File: src/rtl/tff_cnt_pkg.sv
`default_nettype none
// ============================================================================
// Package     : tff_cnt_pkg
// Description : Shared constants and helpers for the T-flip-flop up/down
//               counter (direction encodings, terminal-count computation).
//               Optional macro TFF_CNT_MOD_EN selects a MOD-based modulus.
// Revision    : 1.0 - initial release
// ============================================================================
package tff_cnt_pkg;

    localparam logic CNT_UP = 1'b1;
    localparam logic CNT_DN = 1'b0;

    // Highest value the counter reaches before wrapping.
    function automatic int cnt_top(input int width, input int mod);
`ifdef TFF_CNT_MOD_EN
        return mod - 1;
`else
        // Natural-modulus build: mod does not affect the result.
        return (mod * 0) + ((1 << width) - 1);
`endif
    endfunction

endpackage
`default_nettype wire

File: src/rtl/tff_cell.sv
`default_nettype none
// ============================================================================
// Module      : tff_cell
// Description : Single T flip-flop storage cell with asynchronous clear and
//               synchronous parallel load (load has priority over toggle).
// Ports       : clk   - rising-edge clock
//               rst_n - asynchronous active-low clear
//               t     - toggle enable
//               ld    - synchronous load
//               d     - load data
//               q     - registered cell output
// Revision    : 1.0 - initial release
// ============================================================================
module tff_cell (
    input  logic clk,
    input  logic rst_n,
    input  logic t,
    input  logic ld,
    input  logic d,
    output logic q
);

    logic r_q;

    always_ff @(posedge clk or negedge rst_n) begin
        if (!rst_n) begin
            r_q <= 1'b0;
        end else if (ld) begin
            r_q <= d;
        end else if (t) begin
            r_q <= ~r_q;
        end
    end

    assign q = r_q;

endmodule
`default_nettype wire

File: src/rtl/tff_sync_counter.sv
`default_nettype none
// ============================================================================
// Module      : tff_sync_counter
// Description : Synchronous up/down binary counter built from WIDTH tff_cell
//               instances. Per-bit toggle enables are formed combinationally.
//               Optional macro TFF_CNT_MOD_EN: counts modulo MOD and saturates
//               loads at MOD-1; otherwise counts modulo 2**WIDTH.
// Ports       : clk      - rising-edge clock
//               rst_n    - asynchronous active-low reset
//               en       - count enable
//               up       - direction (1 = up, 0 = down)
//               load     - synchronous parallel load (beats en)
//               load_val - value loaded when load = 1
//               q        - registered counter value
//               tc       - combinational terminal count
//               wrap     - registered one-cycle pulse after a wrap
// Revision    : 1.0 - initial release
// ============================================================================
module tff_sync_counter
    import tff_cnt_pkg::*;
#(
    parameter int WIDTH = 4,
    parameter int MOD   = 16
) (
    input  logic             clk,
    input  logic             rst_n,
    input  logic             en,
    input  logic             up,
    input  logic             load,
    input  logic [WIDTH-1:0] load_val,
    output logic [WIDTH-1:0] q,
    output logic             tc,
    output logic             wrap
);

    localparam logic [WIDTH-1:0] c_TOP  = WIDTH'(cnt_top(WIDTH, MOD));
    localparam logic [WIDTH-1:0] c_ZERO = '0;

    logic [WIDTH-1:0] w_q;
    logic [WIDTH-1:0] w_t_up;
    logic [WIDTH-1:0] w_t_dn;
    logic [WIDTH-1:0] w_t_nat;
    logic [WIDTH-1:0] w_t;
    logic [WIDTH-1:0] w_ld_val;
    logic             w_cnt;
    logic             w_at_top;
    logic             w_at_zero;
    logic             r_wrap;

    // Bit i toggles when all lower bits are 1 (up) or all 0 (down).
    assign w_t_up[0] = 1'b1;
    assign w_t_dn[0] = 1'b1;
    for (genvar i = 1; i < WIDTH; i++) begin : g_tvec
        assign w_t_up[i] = &w_q[i-1:0];
        assign w_t_dn[i] = &(~w_q[i-1:0]);
    end

    assign w_t_nat   = (up == CNT_UP) ? w_t_up : w_t_dn;
    assign w_at_top  = (w_q == c_TOP);
    assign w_at_zero = (w_q == c_ZERO);

`ifdef TFF_CNT_MOD_EN
    // At the modulus boundary the toggle vector is chosen so that q ^ T
    // lands on 0 (going up from TOP) or on TOP (going down from 0).
    always_comb begin
        w_t = w_t_nat;
        if ((up == CNT_UP) && w_at_top) begin
            w_t = w_q;
        end else if ((up == CNT_DN) && w_at_zero) begin
            w_t = c_TOP;
        end
    end
    assign w_ld_val = (32'(load_val) >= MOD) ? c_TOP : load_val;
`else
    assign w_t      = w_t_nat;
    assign w_ld_val = load_val;
`endif

    // Counting only happens when enabled and not overridden by a load.
    assign w_cnt = en & ~load;

    for (genvar i = 0; i < WIDTH; i++) begin : g_cell
        tff_cell u_cell (
            .clk   (clk),
            .rst_n (rst_n),
            .t     (w_cnt & w_t[i]),
            .ld    (load),
            .d     (w_ld_val[i]),
            .q     (w_q[i])
        );
    end

    assign tc = w_cnt & ((up == CNT_UP) ? w_at_top : w_at_zero);

    always_ff @(posedge clk or negedge rst_n) begin
        if (!rst_n) begin
            r_wrap <= 1'b0;
        end else begin
            r_wrap <= tc;
        end
    end

    assign q    = w_q;
    assign wrap = r_wrap;

endmodule
`default_nettype wire

File: config.mk
export PLATFORM = sky130hd
export DESIGN_NAME = tff_sync_counter
export DESIGN_NICKNAME = d
export VERILOG_FILES = /design/src/rtl/tff_cnt_pkg.sv /design/src/rtl/tff_cell.sv /design/src/rtl/tff_sync_counter.sv
export SDC_FILE = /design/constraint.sdc
export NUM_CORES = 1
export LEC_CHECK = 0
export ABC_AREA = 1
export ABC_CLOCK_PERIOD_IN_PS = 1820
export BUFFER_PORTS_ARGS = -buffer_cell sky130_fd_sc_hd__buf_2
export CAP_MARGIN = 20
export CELL_PAD_IN_SITES_DETAIL_PLACEMENT = 2
export CELL_PAD_IN_SITES_GLOBAL_PLACEMENT = 2
export CORE_UTILIZATION = 23
export DETAILED_ROUTE_END_ITERATION = 8
export GPL_TIMING_DRIVEN = 0
export HOLD_SLACK_MARGIN = 0.05
export PLACE_DENSITY_LB_ADDON = 0.1
export SYNTH_ARGS = -nofsm -noshare
export SYNTH_HDL_FRONTEND = slang
export SYNTH_SLANG_ARGS = --single-unit
File: constraint.sdc
create_clock -name clk -period 1.82 [get_ports clk]
set_input_delay 0.273 -clock clk [delete_from_list [all_inputs] [get_ports clk]]
set_output_delay 0.273 -clock clk [all_outputs]
set_load 0.1 [all_outputs]
**After elaboration in Yosys (flattened, before gate mapping)**

Cells that the tools add are included.

- Flip-flop bits (word level): 5
- Bits in latches: 0
- ROM bits: 0
- RAM bits: 0
- Logic and storage cells: 38
- Memories kept: 0
- Output and inout bits: 6

- Add/sub/neg operators: 0
- Order comparisons: 0
- Shifts and indexed selects: 0
- Equality and inequality tests: 1
- Divide/modulo/power cells: 0
- Bitwise logic cells: 13
- Reductions and logical operators: 9
- Mux-type cells: 10
- Multiply operators: 0

Operator list:

| cell | number |
|---|---|
| $mux 1 | 9 |
| $reduce_bool 2->1 | 4 |
| $and 1x1->1 | 6 |
| $reduce_and 3->1 | 2 |
| $not 1->1 | 5 |
| $eq 4x4->1 const B | 1 |
| $logic_not 4->1 | 1 |
| $mux 4 | 1 |
| $reduce_and 2->1 | 2 |
| $not 3->3 | 1 |
| $not 2->2 | 1 |

**Longest topological paths before layout**

- Depth after elaboration: 6
- Mapped depth: 7

**By module**

Synthesis repeated with hierarchy kept, for this count alone.

- Cells, all modules: 58
- Area, all modules: 350.3 um^2

Modules (own cells, without submodules):

| module | cells an instance | times used | area an instance (um^2) |
|---|---|---|---|
| tff_cell | 9 | 4 | 57.6 |
| tff_sync_counter | 22 | 1 | 120.1 |

**Worst setup path before layout**

Ideal clock, no wire load.

- Path kind: reg-to-reg
- From: register g_cell[0].u_cell.r_q
- To: register r_wrap, in the netlist wrap
- Setup time: 287 ps
- Stages on the path, launching flop included: 4
- Data arrival time: 2225 ps
- Slack: -692 ps
- Data required time: 1533 ps
- Cell sequence: dfrtp_1 o21ai_1 nand3_2 a21oi_1

- Longest elaborated chain between the ends: 3

Ends and longest elaborated chain:

| item | RTL line | text |
|---|---|---|
| start: declaration | tff_cell.sv:23 | `logic r_q;` |
| start signal: assignment | tff_cell.sv:31 | `r_q <= ~r_q;` |
| $eq 4x4->1 / $logic_not 4->1 (equally long branches) | tff_sync_counter.sv:59, tff_sync_counter.sv:60 |  |
| $mux 1 * | tff_sync_counter.sv:93 | `assign tc = w_cnt & ((up == CNT_UP) ? w_at_top : w_at_zero);` |
| $and 1x1->1 * | tff_sync_counter.sv:93 |  |
| named net tc | tff_sync_counter.sv:32 | `output logic tc,` |
| end signal: assignment | tff_sync_counter.sv:99 | `r_wrap <= tc;` |
| end: declaration | tff_sync_counter.sv:48 | `logic r_wrap;` |

Mark *: on every way through the listed nets, which the timed path passes. The rest lies on a longest branch.
A chain may end at the register's enable or synchronous reset.

**Worst setup path after layout**

- From: register g_cell[0].u_cell.r_q
- To: output port tc

- Longest elaborated chain between the ends: 3

Ends and longest elaborated chain:

| item | RTL line |
|---|---|
| $eq 4x4->1 / $logic_not 4->1 (equally long branches) | tff_sync_counter.sv:59, tff_sync_counter.sv:60 |
| $mux 1 * | tff_sync_counter.sv:93 |
| $and 1x1->1 * | tff_sync_counter.sv:93 |
| end: declaration | tff_sync_counter.sv:32 |

Mark *: on every way between the ends. The rest lies on a longest branch, timed or not.

==> results.yml <==
critical_path:
  arrival_ns: 1.45
  cell_chain_of_the_critical_path: "o21ai_1 -> nand3_2 -> a21oi_4 -> buf_6"
  reg2reg_capture_point: "g_cell[1].u_cell.q$_DFFE_PN0P_"
  setup.worst_path.end_class: "output port"
  critical_path.max_stage_delay_ns: 0.44
  worst_setup_path_start_kind: "flop"
  setup_slack_reg_to_reg_ns: 0.74
  crit_path_start: "g_cell[0].u_cell.q$_DFFE_PN0P_"
  timing.critical_path.to: "tc"
  slowest_stage: "sky130_fd_sc_hd__dfrtp_1"
  r2r-start: "g_cell[0].u_cell.q$_DFFE_PN0P_"
  critPathKind: "flop to output port"
  cp_max_fo: 7
  worst-endpoint-required_ns: 1.55
  reg2regPathDepth: 5
power_and_ir_drop:
  share_clk_of_total_power_pct: 26.2
  total_power_mw: 0.478
  switching_share_pct: 45.1
  share_seq_of_total_power_pct: 30.4
  power.leakage_nw: 0.263
  peakVddDrop_uv: 272
  p_per_area_nw_per_um2: 975
  internal-power_mw: 0.263
  share_comb_of_total_power_pct: 43.4
  total_switching_power_mw: 0.215
placed_design:
  hpwlAfterDp_um: 735
  gpl.final_weighted_congestion: 0.665
  port_buffers: 14
synth:
  synth_area_sq_um: 348
  synth_fp_nets: 59
  synth.ff_latch_count: 5
  seq_area_frac_synth_pct: 36.0
  syn_inst: 50
  synth.lib_cells_used.distinct: 17
  synth_area_per_cell_sq_um: 6.96
  ys_warns: 0
final_layout:
  antennaDiodeCount: 0
  most_common_cell_after_layout_fill_and_taps_aside: "sky130_fd_sc_hd__nand2_1"
  drive_gt1_share_pct: 42.0
  most_frequent_cells_in_the_layout: "sky130_fd_sc_hd__nand2_1, sky130_fd_sc_hd__buf_2, sky130_fd_sc_hd__nand3_1"
  nets: 79
  flow.area_growth_from_synthesis_pct: 41.0
  fillerInstances: 176
routing:
  post-route-drc-count: 0
  antenna_left: 0
  via_count: 392
  route.detailed.wl_per_inst_um: 10.6
  detailedRoute.firstIterationViolations: 5
  drt-pass1-iter-count: 2
  avgViaCountPerCell: 4.67
  drt-total-wl_um: 894
sta:
  fmaxAchievable_mhz: 581
  max-slew-margin-rel_pct: 68.0
  grt_setup_unrepaired: "no"
  final-hold-violation-count: 0
  finalCriticalPeriod_ns: 1.72
  fin_setup_tns_ns: 0
  finalCritPeriodShare_pct: 94.6
  tightest_slew_ns: 0.483
  final_skew_ns: 0.00231
  final-setup-viol-count: 0
  slew_violations: 0
min_path:
  worst_hold_path_type: "primary input to flop"
global_route:
  overflow: 0
  grt_util_all_layers_pct: 14.2
  first_global_vias: 351
  largest_net_degree_at_the_start_of_global_routing: 10
  number_of_antenna_violations_at_the_first_check_in_global_routing: 0
  wire_length_of_the_first_global_routing_pass_um: 1460
floorplan:
  fp.dieW_um: 40.9
  pin_count: 15
  core_area_sq_um: 1350
  floorplan.initialDensity_pct: 25.8
  die_h_um: 40.9
  num_rows: 13
  design.die.area_sq_um: 1670
cts:
  clockBufferDepth: 2
  worstSkewPairLatency_ns: 0.24
  cts_sinks: 5
  cts.htree.levels: 1
  cts-root-buf: "sky130_fd_sc_hd__clkbuf_4"
  tritoncts: "yes"
  clkTransAtPathRegs_ns: 0.04
  post-cts-setup-buffer-count: 0
  cts_buffers: 3
run_status:
  outcome: "complete, no violations"
flow_run:
  max_cap_violations: 0
[cell usage after synthesis]
cell type	n	share of area (%)
sky130_fd_sc_hd__a21oi_1	2	2.9
sky130_fd_sc_hd__buf_4	4	8.6
sky130_fd_sc_hd__dfrtp_1	5	36
sky130_fd_sc_hd__inv_1	1	1.1
sky130_fd_sc_hd__inv_2	2	2.2
sky130_fd_sc_hd__inv_4	1	1.8
sky130_fd_sc_hd__nand2_1	17	18
sky130_fd_sc_hd__nand2_2	1	1.8
sky130_fd_sc_hd__nand3_1	6	8.6
sky130_fd_sc_hd__nand3_2	1	2.9
sky130_fd_sc_hd__nor2_1	2	2.2
sky130_fd_sc_hd__nor2_2	1	1.8
sky130_fd_sc_hd__o21ai_0	3	4.3
sky130_fd_sc_hd__o21ai_1	1	1.4
sky130_fd_sc_hd__or2_1	1	1.8
sky130_fd_sc_hd__or2_2	1	1.8
sky130_fd_sc_hd__xnor2_1	1	2.5
[worst max-delay path: cells and delay by family (launching register included)]
| family | cells | cell delay [ns] |
|---|---|---|
| simple gates | 1 | 0.15 |
| flops | 1 | 0.44 |
| compound gates | 2 | 0.37 |
| buf+inv | 1 | 0.24 |
[stage by stage]
stage / cells / instance area, sq um / hold slack, ns / setup WS (ns) / utilization, %
after floorplan: 50 / 359 / -0.0226 / 0.239 / -
after global placement: 79 / 448 / 0.0981 / 0.152 / 33.2
after detailed placement: 79 / 448 / 0.0981 / 0.132 / 33.2
after CTS: 84 / 487 / 0.300 / 0.0140 / 36.1
after global routing: 84 / 490 / 0.344 / 0.00747 / 36.3
final: 84 / 490 / 0.307 / 0.0984 / 36.3
[worst min path at each step]
stage,startpoint,end,slack (ns),depth (start not counted)
5_1_grt,load_val[0],g_cell[0].u_cell.q$_DFFE_PN0P_,0.34,3
4_1_cts,load_val[0],g_cell[0].u_cell.q$_DFFE_PN0P_,0.30,3
2_1_floorplan,rst_n,g_cell[0].u_cell.q$_DFFE_PN0P_,-0.02,0
3_5_place_dp,rst_n,g_cell[1].u_cell.q$_DFFE_PN0P_,0.1,1
6_report,load_val[0],g_cell[0].u_cell.q$_DFFE_PN0P_,0.31,3
3_3_place_gp,rst_n,wrap$_DFF_PN0_,0.1,1
[sequential cells by signal, summed over array words and instances, names as in the netlist]
signal           count
wrap                 1
g_cell.u_cell.q      4
[cell type report]
class	count	area, sq um	area share, %
Multi-Input combinational cell	37	186	38.0
Sequential cell	5	125	25.5
Timing Repair Buffer	15	86.3	17.6
Buffer	4	30.0	6.12
Clock buffer	4	26.3	5.36
Tap cell	15	18.8	3.83
Inverter	4	17.5	3.57
[power by group through the flow]
stage	registers [mW]	logic, mW	clock network [mW]
2_1_floorplan	0.145	0.167	0
3_3_place_gp	0.147	0.203	0
3_5_place_dp	0.148	0.207	0
4_1_cts	0.146	0.209	0.133
5_1_grt	0.148	0.222	0.142
6_report	0.145	0.207	0.125
[what timing repair did]
action	in CTS	in global routing
hold endpoints to repair	5	0
setup endpoints to repair	1	1
hold buffers	1	0
pin swaps	0	0
gates resized for setup	1	1
[layer usage]
metal  track usage (%)  share of wire (%)  vias up
met5                 0                  0        -
met4              7.50                  0        0
met3              6.52                4.9        0
met2              21.5                 49       10
met1              16.4                 46      186
li1                  -                  -      196
[kinds of logic after synthesis]
logic type | Yosys count | synth area share, %
AOI/OAI and AO/OA | 6 | 8.63
xor gates and xnor gates | 1 | 2.52
buffers and inverters | 8 | 13.7
DFF | 5 | 36.0
and+or+nand+nor | 30 | 39.2
(Power assumes the default switching activity.)
